[src/rtl/cla_pkg.sv]
// Shared definitions for the pipelined carry-lookahead adder.
//   CLA_GROUP  : default bits per Manchester carry-chain group.
//   num_groups : number of groups for a given operand width.
//   cla_grp_t  : per-group stage-1 result. It holds the group propagate and
//                generate, the local sums for group carry-in 0 and 1, and the
//                carry into the group's MSB for carry-in 0 and 1.
package cla_pkg;

  localparam int CLA_GROUP = 5;

  function automatic int num_groups(input int width, input int group);
    return width / group;
  endfunction

  typedef struct packed {
    logic                 p;
    logic                 g;
    logic [CLA_GROUP-1:0] s0;
    logic [CLA_GROUP-1:0] s1;
    logic                 m0;
    logic                 m1;
  } cla_grp_t;

endpackage

[src/rtl/cla_group_pg.sv]
// Combinational CLA_GROUP-bit Manchester carry-chain group.
//   a, b : group slices of operand A and of the effective operand B.
//   grp  : group P/G, local sums for carry-in 0 and 1, and the carry into
//          the group MSB for carry-in 0 and 1.
module cla_group_pg
  import cla_pkg::*;
(
  input  logic [CLA_GROUP-1:0] a,
  input  logic [CLA_GROUP-1:0] b,
  output cla_grp_t             grp
);

  logic [CLA_GROUP-1:0] p;
  logic [CLA_GROUP-1:0] g;
  logic [CLA_GROUP:0]   c0;  // chain carries assuming group carry-in = 0
  logic [CLA_GROUP:0]   c1;  // chain carries assuming group carry-in = 1

  always_comb begin
    // NOTE: every combinational output gets a default first so no path can
    // leave it unassigned and infer a latch.
    grp   = '0;
    p     = a ^ b;
    g     = a & b;
    c0    = '0;
    c1    = '0;
    c1[0] = 1'b1;
    for (int i = 0; i < CLA_GROUP; i++) begin
      c0[i+1] = g[i] | (p[i] & c0[i]);
      c1[i+1] = g[i] | (p[i] & c1[i]);
    end
    grp.p  = &p;
    grp.g  = c0[CLA_GROUP];  // carry out with zero carry-in is the group generate
    grp.s0 = p ^ c0[CLA_GROUP-1:0];
    grp.s1 = p ^ c1[CLA_GROUP-1:0];
    grp.m0 = c0[CLA_GROUP-1];
    grp.m1 = c1[CLA_GROUP-1];
  end

endmodule

[src/rtl/cla_pipe_adder.sv]
// Three-stage pipelined carry-lookahead adder/subtractor with valid/ready.
//   clk, rst            : clock, asynchronous active-high reset.
//   in_valid / in_ready : input handshake for A, B, Cin, sub.
//   A, B, Cin, sub      : operands. sub=1 computes A - B - Cin.
//   out_valid/out_ready : output handshake for S, Cout, Ovf.
//   S, Cout, Ovf        : result, carry out (no-borrow on subtract), and
//                         signed overflow.
// Stage 1 computes group P/G and conditional sums. Stage 2 does the group
// lookahead. Stage 3 selects sums by group carry-in. A stall freezes all stages.
module cla_pipe_adder
  import cla_pkg::*;
#(
  parameter int WIDTH = 20,
  parameter int GROUP = CLA_GROUP
) (
  input  logic             clk,
  input  logic             rst,
  input  logic             in_valid,
  output logic             in_ready,
  input  logic [WIDTH-1:0] A,
  input  logic [WIDTH-1:0] B,
  input  logic             Cin,
  input  logic             sub,
  output logic             out_valid,
  input  logic             out_ready,
  output logic [WIDTH-1:0] S,
  output logic             Cout,
  output logic             Ovf
);

  localparam int NG = num_groups(WIDTH, GROUP);

  if ((WIDTH % GROUP) != 0 || WIDTH < GROUP || GROUP != CLA_GROUP) begin : g_bad_params
    $error("cla_pipe_adder: WIDTH must be a non-zero multiple of GROUP, and GROUP must equal CLA_GROUP");
  end

  logic adv;  // whole pipeline advances this cycle

  // Stage 1
  logic [WIDTH-1:0] be;
  cla_grp_t         grp_pg [NG];
  cla_grp_t         grp1_d [NG];
  cla_grp_t         grp1_q [NG];
  logic             c0_1_d, c0_1_q;
  logic             v1_d, v1_q;

  // Stage 2
  logic [NG:0]      carry;
  logic             la_prop;
  logic [NG-1:0]    gc2_d, gc2_q;
  logic             cout2_d, cout2_q;
  logic [WIDTH-1:0] s0_cat, s1_cat;
  logic [WIDTH-1:0] s0_2_d, s0_2_q, s1_2_d, s1_2_q;
  logic             m0_2_d, m0_2_q, m1_2_d, m1_2_q;
  logic             v2_d, v2_q;

  // Stage 3
  logic [WIDTH-1:0] sum_sel;
  logic             msb_c;
  logic [WIDTH-1:0] s_d, s_q;
  logic             cout_d, cout_q;
  logic             ovf_d, ovf_q;
  logic             out_valid_d, out_valid_q;

  assign adv       = ~(out_valid_q & ~out_ready);
  assign in_ready  = adv;
  assign out_valid = out_valid_q;
  assign S         = s_q;
  assign Cout      = cout_q;
  assign Ovf       = ovf_q;

  assign be = B ^ {WIDTH{sub}};

  for (genvar gi = 0; gi < NG; gi++) begin : g_grp
    cla_group_pg u_pg (
      .a   (A[gi*GROUP +: GROUP]),
      .b   (be[gi*GROUP +: GROUP]),
      .grp (grp_pg[gi])
    );
  end

  // Two-level lookahead. Each group carry-in is formed directly from all lower
  // (P,G) pairs and c0 instead of rippling through group carries.
  always_comb begin
    carry    = '0;
    la_prop  = 1'b0;
    carry[0] = c0_1_q;
    for (int i = 1; i <= NG; i++) begin
      carry[i] = grp1_q[i-1].g;
      la_prop  = grp1_q[i-1].p;
      for (int j = i - 2; j >= 0; j--) begin
        carry[i] = carry[i] | (la_prop & grp1_q[j].g);
        la_prop  = la_prop & grp1_q[j].p;
      end
      carry[i] = carry[i] | (la_prop & c0_1_q);
    end
  end

  always_comb begin
    s0_cat  = '0;
    s1_cat  = '0;
    sum_sel = '0;
    for (int i = 0; i < NG; i++) begin
      s0_cat[i*GROUP +: GROUP]  = grp1_q[i].s0;
      s1_cat[i*GROUP +: GROUP]  = grp1_q[i].s1;
      sum_sel[i*GROUP +: GROUP] = gc2_q[i] ? s1_2_q[i*GROUP +: GROUP]
                                           : s0_2_q[i*GROUP +: GROUP];
    end
    msb_c = gc2_q[NG-1] ? m1_2_q : m0_2_q;
  end

  always_comb begin
    grp1_d      = adv ? grp_pg : grp1_q;
    c0_1_d      = adv ? (Cin ^ sub) : c0_1_q;
    v1_d        = adv ? in_valid : v1_q;

    gc2_d       = adv ? carry[NG-1:0] : gc2_q;
    cout2_d     = adv ? carry[NG] : cout2_q;
    s0_2_d      = adv ? s0_cat : s0_2_q;
    s1_2_d      = adv ? s1_cat : s1_2_q;
    m0_2_d      = adv ? grp1_q[NG-1].m0 : m0_2_q;
    m1_2_d      = adv ? grp1_q[NG-1].m1 : m1_2_q;
    v2_d        = adv ? v1_q : v2_q;

    out_valid_d = adv ? v2_q : out_valid_q;
    // Visible outputs only load real results, so they hold across bubbles.
    s_d         = (adv & v2_q) ? sum_sel : s_q;
    cout_d      = (adv & v2_q) ? cout2_q : cout_q;
    ovf_d       = (adv & v2_q) ? (msb_c ^ cout2_q) : ovf_q;
  end

  // NOTE: sequential state uses non-blocking assignments so every flop samples
  // pre-edge values regardless of block ordering.
  always_ff @(posedge clk or posedge rst) begin
    if (rst) begin
      v1_q        <= 1'b0;
      v2_q        <= 1'b0;
      out_valid_q <= 1'b0;
      s_q         <= '0;
      cout_q      <= 1'b0;
      ovf_q       <= 1'b0;
    end else begin
      v1_q        <= v1_d;
      v2_q        <= v2_d;
      out_valid_q <= out_valid_d;
      s_q         <= s_d;
      cout_q      <= cout_d;
      ovf_q       <= ovf_d;
    end
  end

  // NOTE: inner pipeline data flops are deliberately not reset. They are
  // qualified by the valid bits, which are reset.
  always_ff @(posedge clk) begin
    grp1_d_to_q: grp1_q <= grp1_d;
    c0_1_q  <= c0_1_d;
    gc2_q   <= gc2_d;
    cout2_q <= cout2_d;
    s0_2_q  <= s0_2_d;
    s1_2_q  <= s1_2_d;
    m0_2_q  <= m0_2_d;
    m1_2_q  <= m1_2_d;
  end

endmodule

[config.mk]
export PLATFORM = sky130hd
export DESIGN_NAME = cla_pipe_adder
export DESIGN_NICKNAME = d
export VERILOG_FILES = /design/src/rtl/cla_pkg.sv /design/src/rtl/cla_group_pg.sv /design/src/rtl/cla_pipe_adder.sv
export SDC_FILE = /design/constraint.sdc
export NUM_CORES = 1
export LEC_CHECK = 0
export CAP_MARGIN = 20
export CORE_UTILIZATION = 25
export CTS_BUF_LIST = sky130_fd_sc_hd__clkbuf_8
export CTS_CLUSTER_DIAMETER = 50
export DETAILED_ROUTE_END_ITERATION = 8
export GPL_TIMING_DRIVEN = 0
export PLACE_DENSITY = 0.4
export SYNTH_ARGS = -nofsm -noshare
export SYNTH_HDL_FRONTEND = slang
export SYNTH_SLANG_ARGS = --single-unit
[constraint.sdc]
create_clock -name clk -period 11.5 [get_ports clk]
set_input_delay 3.45 -clock clk [delete_from_list [all_inputs] [get_ports clk]]
set_output_delay 3.45 -clock clk [all_outputs]
set_load 0.02 [all_outputs]
== Yosys cells after proc, flatten, opt, wreduce, memory -nomap -nowiden ==
Index checks and enable logic that the tools add are counted.

* Input bits: 46
* Bits in registers: 123
* Output and inout port bits: 24

* Mux-type cells: 5
* Bitwise logic cells: 109
* Reduce and logical (&&, ||, !) cells: 4

{| class="wikitable"
|+ Operators with widths
! operator !! count
|-
| XOR 5 bit || 12
|-
| AND 1 bit || 46
|-
| bitwise OR 1 bit || 42
|-
| AND 5 bit || 4
|-
| two-way mux 5 bit || 4
|-
| AND reduction 5 bit || 4
|-
| XOR 20 bit || 1
|-
| inverter 1 bit || 2
|-
| XOR 1 bit || 2
|-
| two-way mux 1 bit || 1
|}

== Depth between registers and ports, before layout ==
* Word-level depth: 10
* Depth in mapped cells: 10

== By module ==
Synthesis repeated with hierarchy kept, for this count alone.

* Cells, all modules: 356
* Area total of the unflattened synthesis: 5,537.8 µm²

{| class="wikitable"
|+ Modules (own cells, without submodules)
! module !! cells each !! area an instance (µm²) !! times used !! seq. area each (µm²)
|-
| cla_pipe_adder || 234 || 4,386.7 || 1 || 3,568.4
|-
| cla_group_pg (g_grp[2].u_pg ...) || 31 || 289.0 || 2 || 0.0
|-
| cla_group_pg (g_grp[0].u_pg ...) || 30 || 286.5 || 2 || 0.0
|}

== Worst setup path after synthesis ==
No wires, ideal clock.

* Path type: in2out
* From: input out_ready
* To: output in_ready
* Data arrival time: 4.974 ns
* Required time: 8.050 ns
* Stages on the path: 3
* Buffers on the path: 2
* Path slack: 3.076 ns
* Cells stage by stage: nand2b_4 -> buf_6 -> buf_2

* Longest elaborated chain between the ends: 3

{| class="wikitable"
|+ Ends and longest elaborated chain
! item !! line !! text
|-
| from (decl) || cla_pipe_adder.sv:25 || <nowiki>input logic out_ready,</nowiki>
|-
| inverter 1 bit || cla_pipe_adder.sv:65 || <nowiki>assign adv = ~(out_valid_q & ~out_ready);</nowiki>
|-
| AND 1 bit || cla_pipe_adder.sv:65 ||
|-
| inverter 1 bit || cla_pipe_adder.sv:65 ||
|-
| to (decl) || cla_pipe_adder.sv:19 || <nowiki>output logic in_ready,</nowiki>
|}

No other way between the ends.

== Worst setup path after layout ==
Ends and elaborated chain as after synthesis.

==> metrics <==
Hold/Removal Path Class flip-flop to flip-flop; final critical-path share of the clock period 76.7%; Top delay family on crit path buffers and inverters; starting density of the core around a quarter; number of placed I/O pins 70; status completed; GRT Total Usage ~8.9%; die area 0.0229 mm²; total number of vias about 2700; FF-to-FF setup slack slightly below 10 ns; leakage power around 2.9 nW; Post-CTS Setup Inserts 0; hold path start grp1_q[9]; router iterations before antenna repair 4; Crit path top cell by count clkdlybuf4s50_1; Clk Latency, worst-skew pair about 0.42 ns; grt ovf 0; maximum fanout along the worst path 45; Post-CTS Hold Fix Bufs 0; clock sinks between 100 and 150; CTS clk-pin slew, worst paths roughly 0.07 ns; clock skew approximately 0.0075 ns; reg2reg path depth 6; Seq/Total Area, Yosys around 64%; die height between 150 and 200 µm; clock buffer depth 2; Cells after Synth ~370; Netlist cell types 23; kind of critical path input pin to output pin; RSZ-0062 raised after global routing no; first-pass GRT wire length 14.8 mm; Cell Area, Placed roughly 0.0066 mm²; R2R Path End S[5]; Die Width between 150 and 200 µm; Buf/Inv on CP 4; Max-Cap Viols 0; synth top area cells edfxtp_1 53%, dfrtp_1 11%, fa_1 10%, ha_1 5.4%, inv_1 4.6%; nature of the critical path startpoint input pin; CP max stage delay ~0.72 ns; Critical Path AT approximately 5.4 ns; Nets approximately 550; initial antenna violation count 0; core area 0.0219 mm²; gpl congestion ~0.66; Yosys top cell area share 52.7%; relative slew slack 59.0%; # setup viols final 0; TritonCTS clock tree done; setup TNS 0 ns; minimum clock period 8.83 ns; Hold EP s0_2_q[17]; FF+latch count, synth 123; number of H-tree levels 4; share of layout cells above drive strength 1 a little under a tenth; Layout area overhead 26.1%; Antenna Nets Post-Route 0; Power per Cell Area approximately 200 mW/mm²; Antenna Cells 0; CP max-delay cell clkdlybuf4s50_1; drt wl/cell 12.3 µm; post-synthesis net count roughly 460; FF-to-FF Start out_valid; 1st-iter DRT viols 124; design area 0.00704 mm²; fin. max-slew vios 0; CP Launch Point out_ready; Final Hold Fails 0; Num CTS Buffers 17; worst slew pin tran around 0.61 ns; Post-Synthesis Mean Instance Area between 15 and 20 µm²; Post-Route WL between 9 and 10 mm; post-CTS resize count 0; post-DP HPWL around 6.6 mm; port bufs 68; fmax approximately 110 MHz; peak supply drop 0.0581 mV; CTS Root Cell clkbuf_8; vias in the first global route about 3000; area leader, netlist edfxtp_1; CP endpoint kind output pin; Post-route DRC 0; Worst EP required 8.05 ns; DR vias/cell about 3.7; row cnt 54; WHS Path Cells 0; largest net degree at the start of global routing 65; CP Cell Sequence clkdlybuf4s50_1 -> nand2b_4 -> buf_6 -> buf_4 -> clkdlybuf4s50_1; post-synth design cell area between 0.005 and 0.006 mm²; yosys warns 0
## worst max path at each step
stage / endpoint / slack (ns) / cells past startpoint
after floorplan: in_ready / 3.08 / 3
after global placement: in_ready / 1.29 / 5
after detailed placement: in_ready / 2.67 / 5
after CTS: in_ready / 2.65 / 5
after global routing: in_ready / 2.57 / 5
final: in_ready / 2.67 / 5
## synthesized netlist by cell type
cell type  instances
edfxtp_1          98
inv_1             69
a21oi_1           40
fa_1              28
dfrtp_1           25
ha_1              24
xor2_1            22
mux2i_1           21
a21o_1             4
buf_6              4
clkbuf_1           4
nand4_1            4
nor2_1             4
xnor2_1            4
buf_1              3
buf_2              2
buf_4              2
mux2_2             2
mux2_4             2
a31o_2             1
and2_4             1
nand2b_1           1
nand2b_4           1
## where the power goes
part	leakage [nW]	internal (mW)	switching, mW
combinational	1.46	0.170	0.198
sequential	1.26	0.646	0.0468
clock	0.202	0.204	0.154
## layout make-up
cell class                      count  area, µm²
Clock inverter                     11        105
Fill cell                        2232      14900
Multi-Input combinational cell    159       1660
Tap cell                          280        350
Buffer                             15       98.8
Clock buffer                       20        275
Timing Repair Buffer               70        723
Inverter                           69        259
Sequential cell                   123       3570
## state kept, by name (all words and copies together), names as in the netlist, 4 cells and up
signal,cells
S,20
gc2_q,4
grp1_q,50
s0_2_q,20
s1_2_q,20
## per-stage QoR
stage / total power [mW] / setup WS [ns] / hold WS, ns / utilization, % / std cells
2_1_floorplan: 0.916 / 3.08 / 0.400 / - / 366
3_5_place_dp: 1.08 / 2.67 / 0.405 / 30.3 / 715
4_1_cts: 1.45 / 2.65 / 0.413 / 32.1 / 746
3_3_place_gp: 1.07 / 1.29 / 0.406 / 30.2 / 714
5_1_grt: 1.52 / 2.57 / 0.418 / 32.2 / 747
6_report: 1.42 / 2.67 / 0.414 / 32.2 / 747
## cells in the final DEF (no fill, tap or decap), types with 3 or more instances in the layout
| cell | n |
|---|---|
| nand4_1 | 4 |
| a21o_1 | 4 |
| clkinv_2 | 3 |
| fa_1 | 28 |
| ha_1 | 24 |
| buf_4 | 3 |
| inv_1 | 72 |
| clkbuf_8 | 20 |
| buf_1 | 3 |
| xor2_1 | 22 |
| edfxtp_1 | 98 |
| mux2i_1 | 21 |
| a21oi_1 | 40 |
| clkdlybuf4s50_1 | 68 |
| buf_6 | 4 |
| clkbuf_1 | 4 |
| nor2_1 | 4 |
| xnor2_1 | 4 |
| dfrtp_1 | 25 |
## cells by family after synthesis
kind of cell / Yosys count / share of synthesized area [%]
DFF: 123 / 63.9
buffers and inverters: 84 / 6.36
adders and majority gates: 52 / 15.4
AOI/OAI and AO/OA: 45 / 4.28
xor gates and xnor gates: 26 / 4.08
muxes: 25 / 4.71
and+or+nand+nor: 11 / 1.23
## layer usage
layer | share of wire, % | routed length (µm) | global-route usage (%) | vias up
li1 | - | - | - | 1394
met1 | 42 | 3880 | 10.1 | 1295
met2 | 53 | 4910 | 15.4 | 50
met3 | 3.6 | 333 | 2.98 | 8
met4 | 1.1 | 101 | 3.75 | 0
met5 | 0 | 0 | 0 | -
(Power assumes the default switching activity.)
